## config.mk

```make
export PLATFORM = sky130hd
export DESIGN_NAME = gemm_core_ctrl
export DESIGN_NICKNAME = d
export VERILOG_FILES = /design/src/rtl/gemm_core_ctrl_pkg.sv /design/src/rtl/gemm_core_ctrl_loop1.sv /design/src/rtl/gemm_core_ctrl.sv
export SDC_FILE = /design/constraint.sdc
export NUM_CORES = 1
export LEC_CHECK = 0
export ABC_AREA = 1
export CAP_MARGIN = 15
export CELL_PAD_IN_SITES_DETAIL_PLACEMENT = 1
export CELL_PAD_IN_SITES_GLOBAL_PLACEMENT = 1
export CORE_MARGIN = 2
export CORE_UTILIZATION = 33
export CTS_CLUSTER_SIZE = 8
export DETAILED_ROUTE_END_ITERATION = 12
export PLACE_DENSITY = 0.81
export SLEW_MARGIN = 40
export SYNTH_ARGS = -nofsm -noshare
export SYNTH_HDL_FRONTEND = slang
export SYNTH_SLANG_ARGS = --single-unit
```

## constraint.sdc

```tcl
create_clock -name clk -period 1.5 [get_ports clk]
set_input_delay 0.3 -clock clk [delete_from_list [all_inputs] [get_ports clk]]
set_output_delay 0.3 -clock clk [all_outputs]
set_load 0.005 [all_outputs]
```

## src/rtl/gemm_core_ctrl_pkg.sv

```systemverilog
// ---------------------------------------------------------------------------
// gemm_core_ctrl_pkg
// Shared definitions for the GEMM core sequencer: FSM state encoding,
// default loop bounds and the counter-width helper used to size the k/ti
// index ports.
// ---------------------------------------------------------------------------
package gemm_core_ctrl_pkg;

   // Sequencer states. WAIT holds a tile until the output drain is free,
   // ACC runs the reduction steps, FIN reports the end of a batch.
   typedef enum logic [1:0] {
      IDLE = 2'd0,
      WAIT = 2'd1,
      ACC  = 2'd2,
      FIN  = 2'd3
   } state_t;

   localparam int K_LEN_DEF  = 16;   // reduction steps per tile
   localparam int N_TILE_DEF = 4;    // output tiles per batch

   // Bits needed to index 0..n-1. A count of one still gets a single bit so
   // that no port collapses to zero width.
   function automatic int cnt_width(input int n);
      return (n > 1) ? $clog2(n) : 1;
   endfunction

endpackage

```

## src/rtl/gemm_core_ctrl_loop1.sv

```systemverilog
// ---------------------------------------------------------------------------
// gemm_core_ctrl_loop1
// Single-level modulo loop counter: counts 0..N-1 on each enabled cycle and
// wraps back to 0. Used for the k step index and the tile index.
//
// Ports
//   clk   : clock, rising edge
//   reset : synchronous active-high reset
//   clr   : synchronous clear (same effect as reset)
//   en    : advance the count by one
//   cnt   : current index, never exceeds N-1
//   last  : cnt is at N-1 (the next enabled cycle wraps)
// ---------------------------------------------------------------------------
module gemm_core_ctrl_loop1
   import gemm_core_ctrl_pkg::*;
#(
   parameter int N = 4,
   parameter int W = cnt_width(N)
) (
   input  logic         clk,
   input  logic         reset,
   input  logic         clr,
   input  logic         en,
   output logic [W-1:0] cnt,
   output logic         last
);

   localparam logic [W-1:0] MAX = W'(N - 1);

   assign last = (cnt == MAX);

   // NOTE: sequential state uses non-blocking assignments so every flop
   // samples the pre-edge values regardless of statement order.
   always_ff @(posedge clk) begin
      if (reset || clr) begin
         cnt <= '0;
      end else if (en) begin
         cnt <= last ? '0 : cnt + W'(1);
      end
   end

endmodule

```

## src/rtl/gemm_core_ctrl.sv

```systemverilog
// ---------------------------------------------------------------------------
// gemm_core_ctrl
// Sequencer for a GEMM MAC array. Each batch runs N_TILE output tiles; each
// tile issues K_LEN accumulate steps (exec), one per cycle, with k_init on
// the first step and k_fin on the last. A tile only starts while the output
// drain is idle. One extra batch request can be queued (pend); a further
// request while one is queued is dropped and flagged in err_ovf.
//
// Ports
//   clk, reset : clock and synchronous active-high reset
//   run        : enable; low clears everything except err_ovf
//   s_init     : one-cycle pulse, a source batch is ready
//   out_busy   : output drain busy, holds a tile in WAIT
//   exec       : accumulate enable, one k step per cycle
//   k_init     : first step of a tile (clear accumulators)
//   k_fin      : last step of a tile
//   ia         : source buffer address, k during exec, 0 otherwise
//   ti         : current tile index (weight bank select)
//   s_fin      : one-cycle pulse, all tiles of the batch issued
//   busy       : not IDLE, or a batch is pending
//   err_ovf    : sticky, a request arrived while one was already pending
// ---------------------------------------------------------------------------
module gemm_core_ctrl
   import gemm_core_ctrl_pkg::*;
#(
   parameter int K_LEN  = K_LEN_DEF,
   parameter int N_TILE = N_TILE_DEF
) (
   input  logic                         clk,
   input  logic                         reset,
   input  logic                         run,
   input  logic                         s_init,
   input  logic                         out_busy,
   output logic                         exec,
   output logic                         k_init,
   output logic                         k_fin,
   output logic [cnt_width(K_LEN)-1:0]  ia,
   output logic [cnt_width(N_TILE)-1:0] ti,
   output logic                         s_fin,
   output logic                         busy,
   output logic                         err_ovf
);

   localparam int KW = cnt_width(K_LEN);
   localparam int TW = cnt_width(N_TILE);

   state_t        state;
   logic          pend;
   logic          gap;      // first WAIT cycle after a tile: forced bubble
   logic [KW-1:0] k;
   logic          k_last;
   logic          ti_last;

   // The first step of a tile is issued from WAIT itself, so a ready drain
   // costs no extra cycle. out_busy is only looked at here, never in ACC,
   // so a drain that turns busy mid-tile cannot stall the reduction.
   assign exec   = (state == ACC) || ((state == WAIT) && !out_busy && !gap);
   assign k_init = exec && (k == '0);
   assign k_fin  = exec && k_last;
   assign ia     = exec ? k : '0;
   assign s_fin  = (state == FIN);
   assign busy   = (state != IDLE) || pend;

   // k advances on every step; ti advances on the last step of each tile
   // and wraps to 0 after the final tile.
   gemm_core_ctrl_loop1 #(.N(K_LEN), .W(KW)) u_k_cnt (
      .clk   (clk),
      .reset (reset),
      .clr   (!run),
      .en    (exec),
      .cnt   (k),
      .last  (k_last)
   );

   gemm_core_ctrl_loop1 #(.N(N_TILE), .W(TW)) u_ti_cnt (
      .clk   (clk),
      .reset (reset),
      .clr   (!run),
      .en    (exec && k_last),
      .cnt   (ti),
      .last  (ti_last)
   );

   always_ff @(posedge clk) begin
      if (reset) begin
         state   <= IDLE;
         pend    <= 1'b0;
         gap     <= 1'b0;
         err_ovf <= 1'b0;
      end else if (!run) begin
         state <= IDLE;
         pend  <= 1'b0;
         gap   <= 1'b0;
      end else begin
         gap <= 1'b0;

         // A request outside IDLE is queued; with one already queued it is
         // dropped and flagged. The IDLE/FIN arms below override pend when
         // they consume the queued request.
         if (s_init && pend) begin
            err_ovf <= 1'b1;
         end else if (s_init && (state != IDLE)) begin
            pend <= 1'b1;
         end

         case (state)
            IDLE: begin
               if (s_init || pend) begin
                  state <= WAIT;
                  pend  <= 1'b0;
               end
            end
            WAIT: begin
               if (exec) state <= ACC;
            end
            ACC: begin
               if (k_last) begin
                  if (ti_last) begin
                     state <= FIN;
                  end else begin
                     state <= WAIT;
                     gap   <= 1'b1;
                  end
               end
            end
            FIN: begin
               // A request arriving in this very cycle chains straight into
               // the next batch, same as one that was already queued.
               if (pend || s_init) begin
                  state <= WAIT;
                  pend  <= 1'b0;
               end else begin
                  state <= IDLE;
               end
            end
            default: state <= IDLE;
         endcase
      end
   end

endmodule

```

==> summary.md, run 1 <==
| Metric | Value |
|---|---|
| Status | finished with violations |
| Failing checks | negative setup slack |
| Final hold violations | 0 |
| Pwr Density | 684 nW/um^2 |
| Crit path max fanout | 6 |
| Core area | 1940 sq um |
| Logic gate share of total power | 35.0% |
| Drt wl/cell | 14.1 microns |
| Final Util | about three fifths |
| Clock Latency Late Sink | approximately 0.28 ns |
| Synth warn | 0 |
| Final setup fails | 7 |
| Total power | 810 uW |
| Post-Synth Simple-Gate Area | between 30% and 40% |
| Setup crit start kind | register |
| Crit Path Class | reg -> out |
| Xor/xnor share of the synthesized area | 0% |
| Design area | 1180 sq um |
| Boundary Pins | 17 |
| Net Count, Synth | between 100 and 150 |
| Mapped Area | 679 sq um |
| Crit-path cells | inv_4 -> ha_4 -> nand3_4 -> nand2_4 -> buf_6 -> inv_8 -> nor2_4 -> buf_2 |
| Mux cell area share after synthesis | 0% |
| Part of the cycle the worst path needs | 111% |
| CTS tree | yes |
| Compound-cell area share of the yosys netlist | 7.00% |
| Worst hold path type | reg -> reg |
| Area post-placement | roughly 1000 sq um |
| Leakage | 0.559 nW |
| Drt initial violations | 7 |
| Sw Ratio | roughly a third |
| R2R cell count | 11 |
| Worst Skew | 0.00208 ns |
| Drt first pass iters | 4 |
| First-pass GRT wire length | 4020 microns |
| Slowest Stage Delay on Critical Path | 0.37 ns |
| N_diodes | 0 |
| R2r setup slk | 0.03 ns |
| Req. time, crit path | about 1.2 ns |
| Slowest cell on crit path | dfxtp_4 |
| RSZ-0062 raised after global routing | true |
| Htree depth | 1 |
| Distinct cells, synth | 23 |
| Crit end category | output pin |
| Drt total wl | 2360 microns |
| CTS buffer count | 3 |
| Antenna viol nets, final | 0 |
| Gr usage total | 22.3% |
| Cell Int Power | 555 uW |
| Max Slew Vio Count | 0 |
| Die footprint | 2440 sq um |
| Max clock buf depth | 2 |
| Clock power frac | 26.9% |
| Commonest non-fill, non-tap cell in the layout | buf_4 |
| Critical R2R Capture | u_k_cnt.cnt[3] |
| Relative slew slack | 83.0% |
| Fin nets | 154 |
| GRT overflow | 0 |
| Combinational family with the most area after synthesis | simple AND/OR/NAND/NOR gates |
| CP Buf/Inv Count | 4 |
| Via Count | just under 800 |
| Gp weighted congestion | 0.731 |
| Reg power frac | 38.1% |
| Die height | 49.4 microns |
| Adder-Cell Fraction of Synth Area | 12.9% |
| Number of synthesized register bits | 11 |
| Vias in the first global route | around 900 |
| Critical Path AT | between 1 and 1.5 ns |
| Largest net degree at the start of global routing | 7 |
| Share of layout cells above drive strength 1 | 51.1% |
| Min-delay src | err_ovf |
| Hold EP | err_ovf |
| Root Driver | clkbuf_4 |
| Measured slew at the worst slew-check pin | 0.252 ns |
| Max-cap violations | 0 |
| PnR worst setup slack | -0.168 ns |
| Antenna violations before repair | 0 |
| Tmin final | approximately 1.7 ns |
| NetSw | 254 uW |
| Drc violations | 0 |
| Post-DP HPWL | 1600 microns |
| Clock sink count | 11 |
| CTS Hold Bufs | 0 |
| Mapped Cells | between 90 and 100 |
| Worst path top cell family by delay | flip-flops |
| DR vias/cell | roughly 4.7 |
| Worst Hold Path Cells | 2 |
| Most frequent cells in the layout | buf_4 (25), nand2_1 (15), inv_1 (11), nor2_1 (9) |
| Syn avg cell area | 7.31 sq um |
| Sequential area share after synthesis | 32.4% |
| Worst R2R Start | state[1] |
| Area grow syn2layout | 74.4% |
| Die W | 49.4 microns |
| Clock Pin Slew Worst Setup and Hold Paths | about 0.080 ns |
| Fmax | 0.599 GHz |
| Port Buffers | 16 |
| Site row count | 16 |
| VDD IR max | 337 uV |
| Initial core utilization | 35.0% |
-- worst register-to-register path: cells and delay by family (launching register included) --
| kind | cells | cell delay, ns |
|---|---|---|
| buf+inv | 4 | 0.45 |
| flops | 1 | 0.39 |
| simple gates | 6 | 0.37 |
| fa+ha+maj | 1 | 0.16 |
-- power groups by stage --
stage | logic, mW | registers (mW) | clock network (mW)
after floorplan | 0.0941 | 0.312 | 0
after global placement | 0.198 | 0.312 | 0
after detailed placement | 0.207 | 0.313 | 0
after CTS | 0.254 | 0.310 | 0.225
after global routing | 0.309 | 0.310 | 0.244
final | 0.284 | 0.309 | 0.218
-- registers in the layout, indices dropped and copies added (netlist names) --
signal and cells:
u_ti_cnt.cnt 2, gap 1, err_ovf 1, state 2
u_k_cnt.cnt 4, pend 1
-- Yosys cell counts, drive strengths merged --
master / count / share of area, %
inv: 17 / 9.8
or2: 1 / 1.3
dfxtp: 11 / 32
o32ai: 1 / 1.3
nor4: 1 / 0.92
a21oi: 3 / 2.8
nor3: 2 / 2.9
nand3b: 1 / 1.1
nor2: 16 / 11
o21ai: 4 / 2.9
nand3: 8 / 6.6
ha: 7 / 13
nand2: 20 / 14
clkinv: 1 / 0.74
-- metal layers --
| layer | vias to the layer above | share of wire, % | GRT usage (%) |
|---|---|---|---|
| met5 | - | 0 | 0 |
| met4 | 0 | 1.4 | 9.26 |
| met3 | 3 | 2.8 | 3.99 |
| met2 | 18 | 61 | 45.9 |
| met1 | 372 | 35 | 20.8 |
| li1 | 389 | - | - |
-- worst max-delay path by stage --
stage / to / start / slack [ns] / depth (start not counted)
global route: ia[0] / state[1] / -0.22 / 8
CTS: ia[0] / state[1] / -0.17 / 8
global placement: ia[0] / out_busy / -0.42 / 7
floorplan: ia[1] / state[0] / 0.17 / 6
finish: ia[0] / state[1] / -0.17 / 8
detailed placement: ia[0] / out_busy / -0.45 / 7
-- area by class of cell --
| type | instances | area (sq um) |
|---|---|---|
| Fill cell | 259 | 757 |
| Tap cell | 27 | 33.8 |
| Sequential cell | 11 | 234 |
| Multi-Input combinational cell | 64 | 458 |
| Clock buffer | 4 | 26.3 |
| Inverter | 18 | 83.8 |
| Timing Repair Buffer | 44 | 349 |
-- kinds of logic (layout without fill, tap and decap cells) --
| family | Yosys count | in the layout |
|---|---|---|
| AOI/OAI and AO/OA | 8 | 8 |
| adders and majority gates | 7 | 7 |
| buffers and inverters | 18 | 66 |
| DFF | 11 | 11 |
| and+or+nand+nor | 49 | 49 |
-- repair_timing --
item | 4_1_cts | 5_1_grt
pin swaps | 4 | 3
setup endpoints to repair | 11 | 11
buffers inserted | 4 | 4
gates resized for setup | 65 | 8
-- per-stage QoR --
stage	instances	setup slack, ns	hold WS (ns)	TNS (ns)
after floorplan	93	0.171	0.397	0
after global placement	157	-0.421	0.455	-2.99
after global routing	168	-0.222	0.501	-1.49
after detailed placement	157	-0.447	0.464	-3.22
final	168	-0.168	0.474	-1.08
after CTS	165	-0.169	0.478	-1.10
No activity file was read; power rests on OpenSTA's default activity.
==> inputs of run 2 (changes only) <==
--- a/config.mk
+++ b/config.mk
@@ -6,6 +6,7 @@
 export NUM_CORES = 1
 export LEC_CHECK = 0
 export ABC_AREA = 1
+export ABC_CLOCK_PERIOD_IN_PS = 1500
 export CAP_MARGIN = 15
 export CELL_PAD_IN_SITES_DETAIL_PLACEMENT = 1
 export CELL_PAD_IN_SITES_GLOBAL_PLACEMENT = 1
==> results of run 2 <==
Final layout, timing and power as in run 1 (identical DEF).
